[src/rtl/chroni_pkg.sv]
// chroni shared types: RGB565 palette, font address width, glyph entry.
// Imported by chroni_glyph_fifo and chroni_font_serializer.
package chroni_pkg;

  localparam int FONT_ADDR_W = 11;

  localparam logic [15:0] CHRONI_PALETTE [16] = '{
    16'h0000, 16'h0015, 16'h0540, 16'h0555,
    16'hA800, 16'hA815, 16'hAAA0, 16'hAD55,
    16'h52AA, 16'h52BF, 16'h57EA, 16'h57FF,
    16'hFAAA, 16'hFABF, 16'hFFEA, 16'hFFFF
  };

  typedef struct packed {
    logic [7:0] glyph;
    logic [3:0] fg;
    logic [3:0] bg;
  } glyph_t;

endpackage

[src/rtl/chroni_glyph_fifo.sv]
// Glyph prefetch FIFO: push/pop/flush, occupancy count, comb read port.
// Ports: vga_clk, reset_n, push, din, pop, flush, dout, count, empty.
module chroni_glyph_fifo
  import chroni_pkg::*;
#(
  parameter int BUF_DEPTH = 2,
  localparam int AW = $clog2(BUF_DEPTH),
  localparam int CW = AW + 1
) (
  input  logic          vga_clk,
  input  logic          reset_n,
  input  logic          push,
  input  glyph_t        din,
  input  logic          pop,
  input  logic          flush,
  output glyph_t        dout,
  output logic [CW-1:0] count,
  output logic          empty
);

  glyph_t        mem [BUF_DEPTH];
  logic [AW-1:0] wr_ptr;
  logic [AW-1:0] rd_ptr;

  assign dout  = mem[rd_ptr];
  assign empty = (count == '0);

  always_ff @(posedge vga_clk) begin
    if (push && !flush) begin
      mem[wr_ptr] <= din;
    end
  end

  always_ff @(posedge vga_clk or negedge reset_n) begin
    if (!reset_n) begin
      wr_ptr <= '0;
      rd_ptr <= '0;
      count  <= '0;
    end else if (flush) begin
      wr_ptr <= '0;
      rd_ptr <= '0;
      count  <= '0;
    end else begin
      if (push) wr_ptr <= wr_ptr + 1'b1;
      if (pop)  rd_ptr <= rd_ptr + 1'b1;
      if (push && !pop) begin
        count <= count + CW'(1);
      end else if (pop && !push) begin
        count <= count - CW'(1);
      end
    end
  end

endmodule

[src/rtl/chroni_font_serializer.sv]
// Text-mode pixel stage: font ROM fetch, glyph prefetch, MSB-first RGB565 out.
// Ports: req_* in, rom_addr/rom_data, pixel_en, line_start, border_idx,
// pix_r/g/b, pix_valid, underrun. CHRONI_DOUBLE_WIDTH_EN adds double_width.
module chroni_font_serializer
  import chroni_pkg::*;
#(
  parameter int ROM_LATENCY = 1,
  parameter int BUF_DEPTH   = 2
) (
  input  logic                   vga_clk,
  input  logic                   reset_n,
  input  logic                   req_valid,
  output logic                   req_ready,
  input  logic [7:0]             req_char,
  input  logic [2:0]             req_row,
  input  logic [3:0]             req_fg,
  input  logic [3:0]             req_bg,
  output logic [FONT_ADDR_W-1:0] rom_addr,
  input  logic [7:0]             rom_data,
  input  logic                   pixel_en,
  input  logic                   line_start,
  input  logic [3:0]             border_idx,
  output logic [4:0]             pix_r,
  output logic [5:0]             pix_g,
  output logic [4:0]             pix_b,
  output logic                   pix_valid,
  output logic                   underrun
`ifdef CHRONI_DOUBLE_WIDTH_EN
  ,
  input  logic                   double_width
`endif
);

  localparam int NT = ROM_LATENCY + 1;
  localparam int CW = $clog2(BUF_DEPTH) + 1;

`ifdef CHRONI_DOUBLE_WIDTH_EN
  // Half-step counter: 15 remaining after the first pixel of a wide cell.
  localparam int SCW = 4;
  logic ld_dbl;
  assign ld_dbl = double_width;
`else
  localparam int SCW = 3;
  logic ld_dbl;
  assign ld_dbl = 1'b0;
`endif

  logic [NT-1:0]      tp_vld;
  logic [NT-1:0][7:0] tp_tag;
  logic [3:0]         inflight;
  logic [3:0]         pend_sum;
  logic               accept;

  glyph_t             fifo_din;
  glyph_t             fifo_dout;
  logic [CW-1:0]      occ;
  logic               fifo_empty;
  logic               push;
  logic               pop;

  logic [7:0]         sh_byte;
  logic [3:0]         sh_fg;
  logic [3:0]         sh_bg;
  logic [SCW-1:0]     sh_cnt;
  logic               sh_dbl;
  logic               sh_empty;
  logic               use_border;
  logic               bit_v;
  logic [3:0]         fg_i;
  logic [3:0]         bg_i;
  logic [3:0]         pix_idx;

  always_comb begin
    inflight = '0;
    for (int i = 0; i < NT; i++) begin
      inflight = inflight + {3'b000, tp_vld[i]};
    end
  end

  // Slots already promised to in-flight fetches count as occupied,
  // so a returning byte always finds room.
  assign pend_sum  = 4'(occ) + inflight;
  assign req_ready = (pend_sum < 4'(BUF_DEPTH)) && !line_start;
  assign accept    = req_valid && req_ready;

  always_ff @(posedge vga_clk or negedge reset_n) begin
    if (!reset_n) begin
      rom_addr <= '0;
    end else if (accept) begin
      rom_addr <= {req_char, req_row};
    end
  end

  always_ff @(posedge vga_clk or negedge reset_n) begin
    if (!reset_n) begin
      tp_vld <= '0;
      tp_tag <= '0;
    end else if (line_start) begin
      tp_vld <= '0;
    end else begin
      tp_vld[0] <= accept;
      tp_tag[0] <= {req_fg, req_bg};
      for (int i = 1; i < NT; i++) begin
        tp_vld[i] <= tp_vld[i-1];
        tp_tag[i] <= tp_tag[i-1];
      end
    end
  end

  assign push           = tp_vld[NT-1] && !line_start;
  assign fifo_din.glyph = rom_data;
  assign fifo_din.fg    = tp_tag[NT-1][7:4];
  assign fifo_din.bg    = tp_tag[NT-1][3:0];

  chroni_glyph_fifo #(
    .BUF_DEPTH (BUF_DEPTH)
  ) u_fifo (
    .vga_clk (vga_clk),
    .reset_n (reset_n),
    .push    (push),
    .din     (fifo_din),
    .pop     (pop),
    .flush   (line_start),
    .dout    (fifo_dout),
    .count   (occ),
    .empty   (fifo_empty)
  );

  always_comb begin
    sh_empty   = (sh_cnt == '0);
    use_border = sh_empty && fifo_empty;
    pop        = pixel_en && !line_start && sh_empty && !fifo_empty;
    if (!sh_empty) begin
      bit_v = sh_byte[7];
      fg_i  = sh_fg;
      bg_i  = sh_bg;
    end else begin
      bit_v = fifo_dout.glyph[7];
      fg_i  = fifo_dout.fg;
      bg_i  = fifo_dout.bg;
    end
    pix_idx = use_border ? border_idx : (bit_v ? fg_i : bg_i);
  end

  // A wide cell shifts only on the second half of each bit (odd count).
  always_ff @(posedge vga_clk or negedge reset_n) begin
    if (!reset_n) begin
      sh_byte <= '0;
      sh_fg   <= '0;
      sh_bg   <= '0;
      sh_cnt  <= '0;
      sh_dbl  <= 1'b0;
    end else if (line_start) begin
      sh_cnt  <= '0;
    end else if (pixel_en) begin
      if (!sh_empty) begin
        sh_cnt <= sh_cnt - SCW'(1);
        if (!sh_dbl || sh_cnt[0]) begin
          sh_byte <= {sh_byte[6:0], 1'b0};
        end
      end else if (!fifo_empty) begin
        sh_fg   <= fifo_dout.fg;
        sh_bg   <= fifo_dout.bg;
        sh_dbl  <= ld_dbl;
        sh_cnt  <= ld_dbl ? SCW'(15) : SCW'(7);
        sh_byte <= ld_dbl ? fifo_dout.glyph
                          : {fifo_dout.glyph[6:0], 1'b0};
      end
    end
  end

  always_ff @(posedge vga_clk or negedge reset_n) begin
    if (!reset_n) begin
      pix_r     <= '0;
      pix_g     <= '0;
      pix_b     <= '0;
      pix_valid <= 1'b0;
      underrun  <= 1'b0;
    end else if (line_start) begin
      pix_valid <= 1'b0;
      underrun  <= 1'b0;
    end else if (pixel_en) begin
      pix_valid <= 1'b1;
      {pix_r, pix_g, pix_b} <= CHRONI_PALETTE[pix_idx];
      if (use_border) underrun <= 1'b1;
    end else begin
      pix_valid <= 1'b0;
    end
  end

endmodule
[config.mk]
export PLATFORM = sky130hd
export DESIGN_NAME = chroni_font_serializer
export DESIGN_NICKNAME = d
export VERILOG_FILES = /design/src/rtl/chroni_pkg.sv /design/src/rtl/chroni_glyph_fifo.sv /design/src/rtl/chroni_font_serializer.sv
export SDC_FILE = /design/constraint.sdc
export NUM_CORES = 1
export LEC_CHECK = 0
export CAP_MARGIN = 40
export CORE_UTILIZATION = 47
export DETAILED_ROUTE_END_ITERATION = 12
export PLACE_DENSITY = 0.8
export SYNTH_ARGS = -nofsm -noshare
export SYNTH_HDL_FRONTEND = slang
export SYNTH_SLANG_ARGS = --single-unit
[constraint.sdc]
create_clock -name vga_clk -period 2.4 [get_ports vga_clk]
set_clock_uncertainty 0.15 [all_clocks]
set_input_delay 0.48 -clock vga_clk [delete_from_list [all_inputs] [get_ports vga_clk]]
set_output_delay 0.48 -clock vga_clk [all_outputs]
set_load 0.02 [all_outputs]
# Word-level counts from Yosys, hierarchy flattened
# Memories as Yosys holds them, arrays and structs flattened. A register that Yosys moved wholly into a read port is not among the register bits.
# Index checks and enable logic that the tools add are counted.
dict set report classes {
  magnitude_cmp 1
  eq_ne 2
  bitwise_logic 3
  n_reduce_logical 27
  n_addsub 7
  mux 26
}
# operator count
set op_table {}
lappend op_table {{$mux 4} 4}
lappend op_table {{$mux 8} 2}
lappend op_table {{$mux 1} 12}
lappend op_table {{$mux 3} 4}
lappend op_table {{$logic_and 1x1->1} 10}
lappend op_table {{$mux 2} 4}
lappend op_table {{$reduce_bool 2->1} 4}
lappend op_table {{$reduce_and 2->1} 3}
lappend op_table {{$logic_not 1->1} 5}
lappend op_table {{$not 4->5} 1}
lappend op_table {{$reduce_and 4->1} 1}
lappend op_table {{$add 2x2->3} 1}
lappend op_table {{$logic_not 3->1} 1}
lappend op_table {{$lt 3x2->1 const B} 1}
lappend op_table {{$ne 3x3->1 const B} 1}
lappend op_table {{$reduce_and 3->1} 1}
lappend op_table {{$reduce_bool 3->1} 1}
lappend op_table {{$sub 3x1->3 const B} 1}
lappend op_table {{$add 1x1->1 const B} 2}
lappend op_table {{$add 1x1->2} 1}
lappend op_table {{$add 2x1->2 const B} 1}
lappend op_table {{$logic_not 2->1} 1}
lappend op_table {{$ne 2x2->1 const B} 1}
lappend op_table {{$not 1->1} 2}
lappend op_table {{$sub 2x1->2 const B} 1}
dict set report word_totals {
  romBits 256
  memories 2
  output_inout_bits 30
  regBits 54
  elab_cells 81
  ramBits 32
}
# name depth word_bits rd rd_ports_with_merged_regs wr line
set mem_list {}
lappend mem_list {{(name not given)} 16 16 1 1 0 chroni_font_serializer.sv:184} ;# {pix_r, pix_g, pix_b} <= CHRONI_PALETTE[pix_idx];
lappend mem_list {u_fifo.mem 2 16 1 0 1 chroni_glyph_fifo.sv:21} ;# glyph_t mem [BUF_DEPTH];

# Depth between registers and ports, before layout
# Gate-level depths: netlist of run 1.
dict set report depth {
  ltp_word 8
  depth_mapped 11
  ltp_nobuf 8
}

# By module
# Synthesis of run 1 repeated with hierarchy kept, for this count alone.
dict set report hier_totals {
  cells_unflattened 261
  area_unflattened_um2 3897.5
}
# module seq_area_each_um2 area_each_um2 cells_each instances
set by_module_without_submodules {}
lappend by_module_without_submodules {chroni_font_serializer 1351.3 2487.4 191 1}
lappend by_module_without_submodules {chroni_glyph_fifo 1061.0 1410.1 70 1}

# Worst setup path before layout of run 1
# Ideal clock, no wire load.
dict set report synth_path {
  path_type {input-to-reg}
  startpoint {in line_start}
  endpoint {mem u_fifo.mem[0][0] in the netlist's numbering, enable pin}
  arrival_time_ps 2200
  setup_ps 413
  n_path_buf 2
  required_ps 1837
  cell_stages 3
  path_slack_ps -363
  cell_sequence {clkbuf_1 > clkbuf_1 > nor3b_1}
}
dict set report synth_via {
  elab_chain_len 5
}
# item line
set synth_lines {}
lappend synth_lines {{from (decl)} chroni_font_serializer.sv:21} ;# input logic line_start,
lappend synth_lines {{$logic_not 1->1 (*)} {chroni_glyph_fifo.sv:29, chroni_font_serializer.sv:110}}
lappend synth_lines {{$logic_and 1x1->1} chroni_font_serializer.sv:110} ;# assign push = tp_vld[NT-1] && !line_start;
lappend synth_lines {{$logic_and 1x1->1 (*)} chroni_glyph_fifo.sv:29} ;# if (push && !flush) begin
lappend synth_lines {{$mux 1 (*)} chroni_glyph_fifo.sv:29}
lappend synth_lines {{$mux 1 (not written as such) (*)} chroni_glyph_fifo.sv:30} ;# mem[wr_ptr] <= din;
lappend synth_lines {{to (decl)} chroni_glyph_fifo.sv:21}
# Mark *: on every way between the ends. The rest lies on a longest branch, timed or not.

# Final worst setup path of run 1
dict set report layout_path {
  startpoint {reg tp_vld[0]}
  endpoint {out req_ready}
}
dict set report layout_via {
  elab_chain_len 4
}
# item line
set layout_lines {}
lappend layout_lines {{from (decl)} chroni_font_serializer.sv:48} ;# logic [NT-1:0] tp_vld;
lappend layout_lines {{from (signal assigned)} chroni_font_serializer.sv:101} ;# tp_vld[0] <= accept;
lappend layout_lines {{from (signal, indexed assignment)} chroni_font_serializer.sv:104} ;# tp_vld[i] <= tp_vld[i-1];
lappend layout_lines {{$add 1x1->2} chroni_font_serializer.sv:76} ;# inflight = inflight + {3'b000, tp_vld[i]};
lappend layout_lines {{$add 2x2->3} chroni_font_serializer.sv:82} ;# assign pend_sum = 4'(occ) + inflight;
lappend layout_lines {{$lt 3x2->1} chroni_font_serializer.sv:83} ;# assign req_ready = (pend_sum < 4'(BUF_DEPTH)) && !line_start;
lappend layout_lines {{$logic_and 1x1->1} chroni_font_serializer.sv:83}
lappend layout_lines {{to (decl)} chroni_font_serializer.sv:13} ;# output logic req_ready,
# No other way between the ends.

==> results of run 1 <==
how the worst min path moves through the flow:
stage	from	endpoint	slack [ns]
after detailed placement	fifo_din[6]	u_fifo.mem[0][6]	0.31
final	fifo_din[0]	u_fifo.mem[0][0]	0.32
after global placement	fifo_din[0]	u_fifo.mem[1][0]	0.29
after global routing	fifo_din[6]	u_fifo.mem[0][6]	0.35
after CTS	fifo_din[6]	u_fifo.mem[0][6]	0.33
after floorplan	reset_n	fifo_din[0]	0.03
layout by cell type (no fill, tap or decap), types with 2 or more instances in the layout:
cell type,count
a211o_1,3
a21oi_1,10
a311oi_1,3
a31o_1,2
a31oi_1,2
buf_12,2
buf_2,2
buf_4,14
bufinv_16,3
clkbuf_8,9
clkdlybuf4s50_1,63
dfrtp_1,58
edfxtp_1,32
ha_1,3
inv_1,4
inv_6,2
mux2_2,16
mux2i_1,15
nand2_1,61
nand2b_1,2
nor2_1,16
o211ai_1,7
o21ai_0,17
o21ai_1,3
xnor2_1,4
flip-flops by register name (all words and copies together), names as in the netlist, 3 cells and up:
name / count
fifo_din: 8
tp_tag: 8
rom_addr: 11
sh_fg: 4
u_fifo.mem: 32
sh_byte: 7
sh_bg: 4
sh_cnt: 3
metal layers:
metal	share of wire [%]	GRT usage, %	vias to the layer above
li1	-	-	1174
met1	48	23.2	1135
met2	47	26.4	59
met3	3.9	3.94	7
met4	1.6	7.28	0
met5	0	0	-
worst max-delay path, cell delays in order, from the launching register on:
cell and delay (ns):
dfrtp_1 0.40, ha_1 0.32, a2111oi_2 0.36, buf_2 0.24
layout make-up:
| type | count | area, sq um |
|---|---|---|
| inverters | 5 | 18.8 |
| repair buffers | 82 | 796 |
| multi-input cells | 180 | 1160 |
| flip-flops and latches | 90 | 2410 |
| well taps | 102 | 128 |
| fillers | 591 | 2960 |
| clock buffers | 11 | 153 |
| clock inverters | 5 | 108 |
power groups by stage:
stage	Clock [uW]	Sequential [uW]	Combinational, uW
global placement	0	2040	1340
global route	1380	2060	1490
floorplan	0	2110	877
detailed placement	0	2050	1380
finish	1300	2020	1380
CTS	1310	2020	1380
timing repair:
item | in CTS | in global routing
gates resized for setup | 5 | 1
endpoints found under the setup margin | 1 | 5
hold buffers | 1 | 0
endpoints found under the hold margin | 6 | 0
setup buffers | 0 | 0
metrics by stage:
stage	cell area (sq um)	worst slack, ns	total power [uW]	setup TNS, ns	hold WS (ns)
after floorplan	3760	0.195	2990	0	0.0344
after CTS	4770	0.0208	4720	0	0.326
after detailed placement	4500	-0.194	3440	-1.24	0.307
final	4770	0.108	4690	0	0.324
after global placement	4500	-0.201	3380	-0.817	0.294
after global routing	4770	0.00368	4940	0	0.348
cells by family after synthesis:
family                     synth area share, %
DFF                                       64.3
and+or+nand+nor                           10.1
AOI/OAI and AO/OA                         8.54
buffers and inverters                     5.07
muxes                                     9.80
xor gates and xnor gates                  1.17
adders and majority gates                 1.00
==> metrics.txt, run 1 <==
status finished, final reports clean; clock share of power approximately 28%; f_max ~0.44 GHz; Ant. Diodes 0; worst reg2reg path endpoint pix_g[0]; initial antenna violation count 0; crit path to req_ready; count of final hold-check violations 0; Worst Setup Path Type register to output pin; RSZ-0062 raised after global routing false; syn_area_per_cell 12.3 sq um; Worst-path clk slew ~0.09 ns; final antenna-violating net count 0; first-pass GRT wire length 11.0 mm; leakage just under 0.002 uW; routed len/inst around 14 um; minimum clock period 2.29 ns; number of global-route vias before repair roughly 2,300; syn_nets approximately 340; Net Sw Frac 30.2%; total congestion overflow 0; CTS buffer count 9; IO buf count 65; Core Region 7730 sq um; Final #Nets 407; fin util around three fifths; Hold Path Stages 0; Layout area overhead 27.2%; startpoint types register; final non-filler cell total around 480; leading cell types by count after synthesis 61 x nand2_1, 58 x dfrtp_1, 32 x edfxtp_1; worst r2r src sh_cnt[0]; H-tree levels 3; Logic pwr share between 20% and 30%; Net Switching 1420 uW; Worst R2R Setup Slack 0.13 ns; Initial Utilization between 40% and 50%; ys async rst share about 64%; synthesized instance count 304; # rows 32; worst slew pin tran approximately 0.64 ns; Clock Tree Buf Depth 2; Post-synth EDFFs 32; Starting DRT DRC Count 138; layout cells sized above 1 between 15 and 20%; worst-path fanout max 2; Die H 91.4 um; critical path capture point type output pin; Power Internal between 3000 and 4000 uW; Pre-antenna DRT Iters 4; GRT Overall Usage between 15 and 20%; Vias/cell approximately 5.0; detailed-route DRC error count 0; Seq/Total Area, Yosys roughly 64%; peak supply drop approximately 0.00040 V; max cap viols 0; dominant cell by count in the synthesized netlist nand2_1; Slew headroom between 50% and 60%; Critical Path Start tp_vld[0]; Yosys cell types 39; routed wire length 6.45 mm; CP Data Arrival Time about 1.7 ns; Root Buffer clkbuf_8; largest net degree at the start of global routing 29; Period Utilization, post-route a little over nine tenths; synth top area cells dfrtp_1 39%, edfxtp_1 26%, nand2_1 6.1%; top cell type's share of synthesized area approximately two fifths; worst hold path type register to register; GPL Wtd Cong between 0.7 and 0.8; vias roughly 2,400; DP HPWL roughly 4.6 mm; synthesis-stage register bit count 90; placed cells roughly 460; final setup violation count 0; r2r worst-path depth 9; Die Footprint around 8300 sq um; io pins 66; Die Wd 91.4 um; main flop type after synthesis dfrtp_1; cell taking the most area after synthesis dfrtp_1; CTS tree done; CP required between 1.5 and 2 ns; clk_lat worst skew 0.36 ns; Mapped Area 3750 sq um; pwr dens 984 nW/um^2; Sink Count 90; Sequential Power Share a little over two fifths; Slew Viols, Final 0; Ys Warns 0
Note: power is estimated with default switching activity, not from simulation.
==> run 2, diff against run 1 <==
CORE_MARGIN = 2   (was unset)
==> metrics.txt, run 2 (synthesis gave the netlist of run 1 again) <==
Worst Setup Path Type register to output pin; Clock Tree Buf Depth 2 (unchanged); Die H 93.4 um (+2.2%); layout cells sized above 1 15.9% (+0.043 points); H-tree levels 3 (unchanged); postcts setup bufs 0 (unchanged); CTS buffer count 9 (unchanged); Reg with most FFs u_fifo.mem; first-pass GRT wire length 10.9 mm (-0.76%); total congestion overflow 0 (unchanged); detailed-route DRC error count 0 (unchanged); critical path capture point type output pin; Layout area overhead 25.7%; Final #Nets 406 (-0.25%); worst r2r src sh_cnt[0]; Slew headroom 72.5% (+15 points); Worst R2R Setup Slack 0.17 ns (+0.04 ns); DP HPWL 4.62 mm (+1.5%); setup TNS 0 ns (unchanged); peak supply drop 0.000340 V (-15%); Sink Count 90 (unchanged); f_max 0.445 GHz (+2.1%); number of global-route vias before repair 2,313 (+0.96%); minimum clock period 2.24 ns (-0.0475 ns); max cap viols 0 (unchanged); Metal-1 WL 2.89 mm (-5.8%); Die Footprint 8710 sq um (+4.4%); io pins 66 (unchanged); count of final hold-check violations 0 (unchanged); worst slew pin tran 0.412 ns (-0.231 ns); Pre-antenna DRT Iters 4 (unchanged); GRT Overall Usage 16.3% (-0.77 points); Ant. Diodes 0 (unchanged); max reg flops 32 (unchanged); commonest non-fill, non-tap cell in the layout clkdlybuf4s50_1; r2r worst-path depth 9 (unchanged); CP required 1.77 ns (about the same); initial antenna violation count 0 (unchanged); CP Data Arrival Time 1.61 ns (-0.05 ns); Core Region 7730 sq um (unchanged); RSZ-0062 raised after global routing false; pwr dens 941 nW/um^2 (-4.3%); CTS tree done; # rows 32 (unchanged); Period Utilization, post-route 93.5% (-2.0 points); placed cells 457 (-0.22%); total power 4440 uW (-5.4%); final setup violation count 0 (unchanged); status finished, final reports clean; routed len/inst 14.0 um (+3.4%); Initial Utilization 48.6% (unchanged); highest metal used met4; Root Buffer clkbuf_8; Die Wd 93.4 um (+2.2%); final antenna-violating net count 0 (unchanged); Hold Path Stages 0 (unchanged); Hold Path Origin fifo_din[6]; IO buf count 65 (unchanged); GPL Wtd Cong 0.776 (-0.23%); Worst-path clk slew 0.09 ns (about the same); Largest regs u_fifo.mem: 32 flops, rom_addr: 11 flops; vias 2,387 (+0.51%); largest net degree at the start of global routing 59 (+100%); clk_lat worst skew 0.36 ns (about the same); met2 wire length 3.34 mm (+10%); worst-path fanout max 2 (unchanged); worst reg2reg path endpoint pix_g[1]; Vias/cell 5.04 (+0.72%); startpoint types register; routed wire length 6.66 mm (+3.2%); Starting DRT DRC Count 101 (-27%); commonest non-fill, non-tap cells in the layout 63 x clkdlybuf4s50_1, 61 x nand2_1, 58 x dfrtp_1; worst hold path type register to register; Slew Viols, Final 0 (unchanged); leakage 0.00192 uW (-1.4%); routed wl met3 296 um (+17%); Hold WS 0.328 ns (+0.00483 ns); final non-filler cell total 474 (-0.21%); WHS Endpoint u_fifo.mem[0][6]
run 2: worst max-delay path by stage:
stage	to	startpoint	cells after the start
6_report	req_ready	tp_vld[0]	3
5_1_grt	pix_g[0]	sh_cnt[0]	9
4_1_cts	req_ready	tp_vld[0]	3
3_5_place_dp	req_ready	line_start	3
3_3_place_gp	req_ready	line_start	3
2_1_floorplan	u_fifo.mem[0][0]	line_start	3
run 2: through the flow:
stage | setup slack [ns] | util [%] | area, sq um
after global placement | -0.204 | 58.4 | 4510
after global routing | 0.0359 | 61.1 | 4720
after detailed placement | -0.213 | 58.4 | 4510
final | 0.155 | 61.1 | 4720
after floorplan | 0.195 | - | 3760
after CTS | 0.0277 | 61.1 | 4720
run 2: area by class of cell:
| class | count | area [sq um] |
|---|---|---|
| clock inverters | 6 | 63.8 |
| well taps | 102 | 128 |
| flip-flops and latches | 90 | 2410 |
| fillers | 588 | 3010 |
| multi-input cells | 180 | 1160 |
| repair buffers | 81 | 801 |
| clock buffers | 10 | 138 |
| inverters | 5 | 18.8 |
run 2: metal layers:
layer | global-route usage [%] | vias to the layer above
met1 | 21.0 | 1154
met5 | 0 | -
met4 | 8.09 | 0
met3 | 2.98 | 13
met2 | 26.6 | 53
li1 | - | 1167
run 2: repair_timing:
item / in CTS / in global routing
setup endpoints to repair: 1 / 4
hold buffers: 1 / 0
hold endpoints to repair: 58 / 0
gates resized for setup: 4 / 2
run 2: critical path, stage by stage, from the launching register on:
cell	delay, ns
dfrtp_1	0.38
ha_1	0.31
a2111oi_2	0.34
buf_2	0.24
run 2: report_power, final:
| group | switching [uW] | internal [uW] | total [uW] |
|---|---|---|---|
| clock network | 527 | 511 | 1040 |
| logic | 722 | 661 | 1380 |
| registers | 165 | 1860 | 2020 |
==> run 3, diff against run 2 <==
GPL_ROUTABILITY_DRIVEN = 0   (was unset)
SLEW_MARGIN = 40   (was unset)
==> results of run 3 <==
Final layout, timing and power as in run 2 (identical DEF).
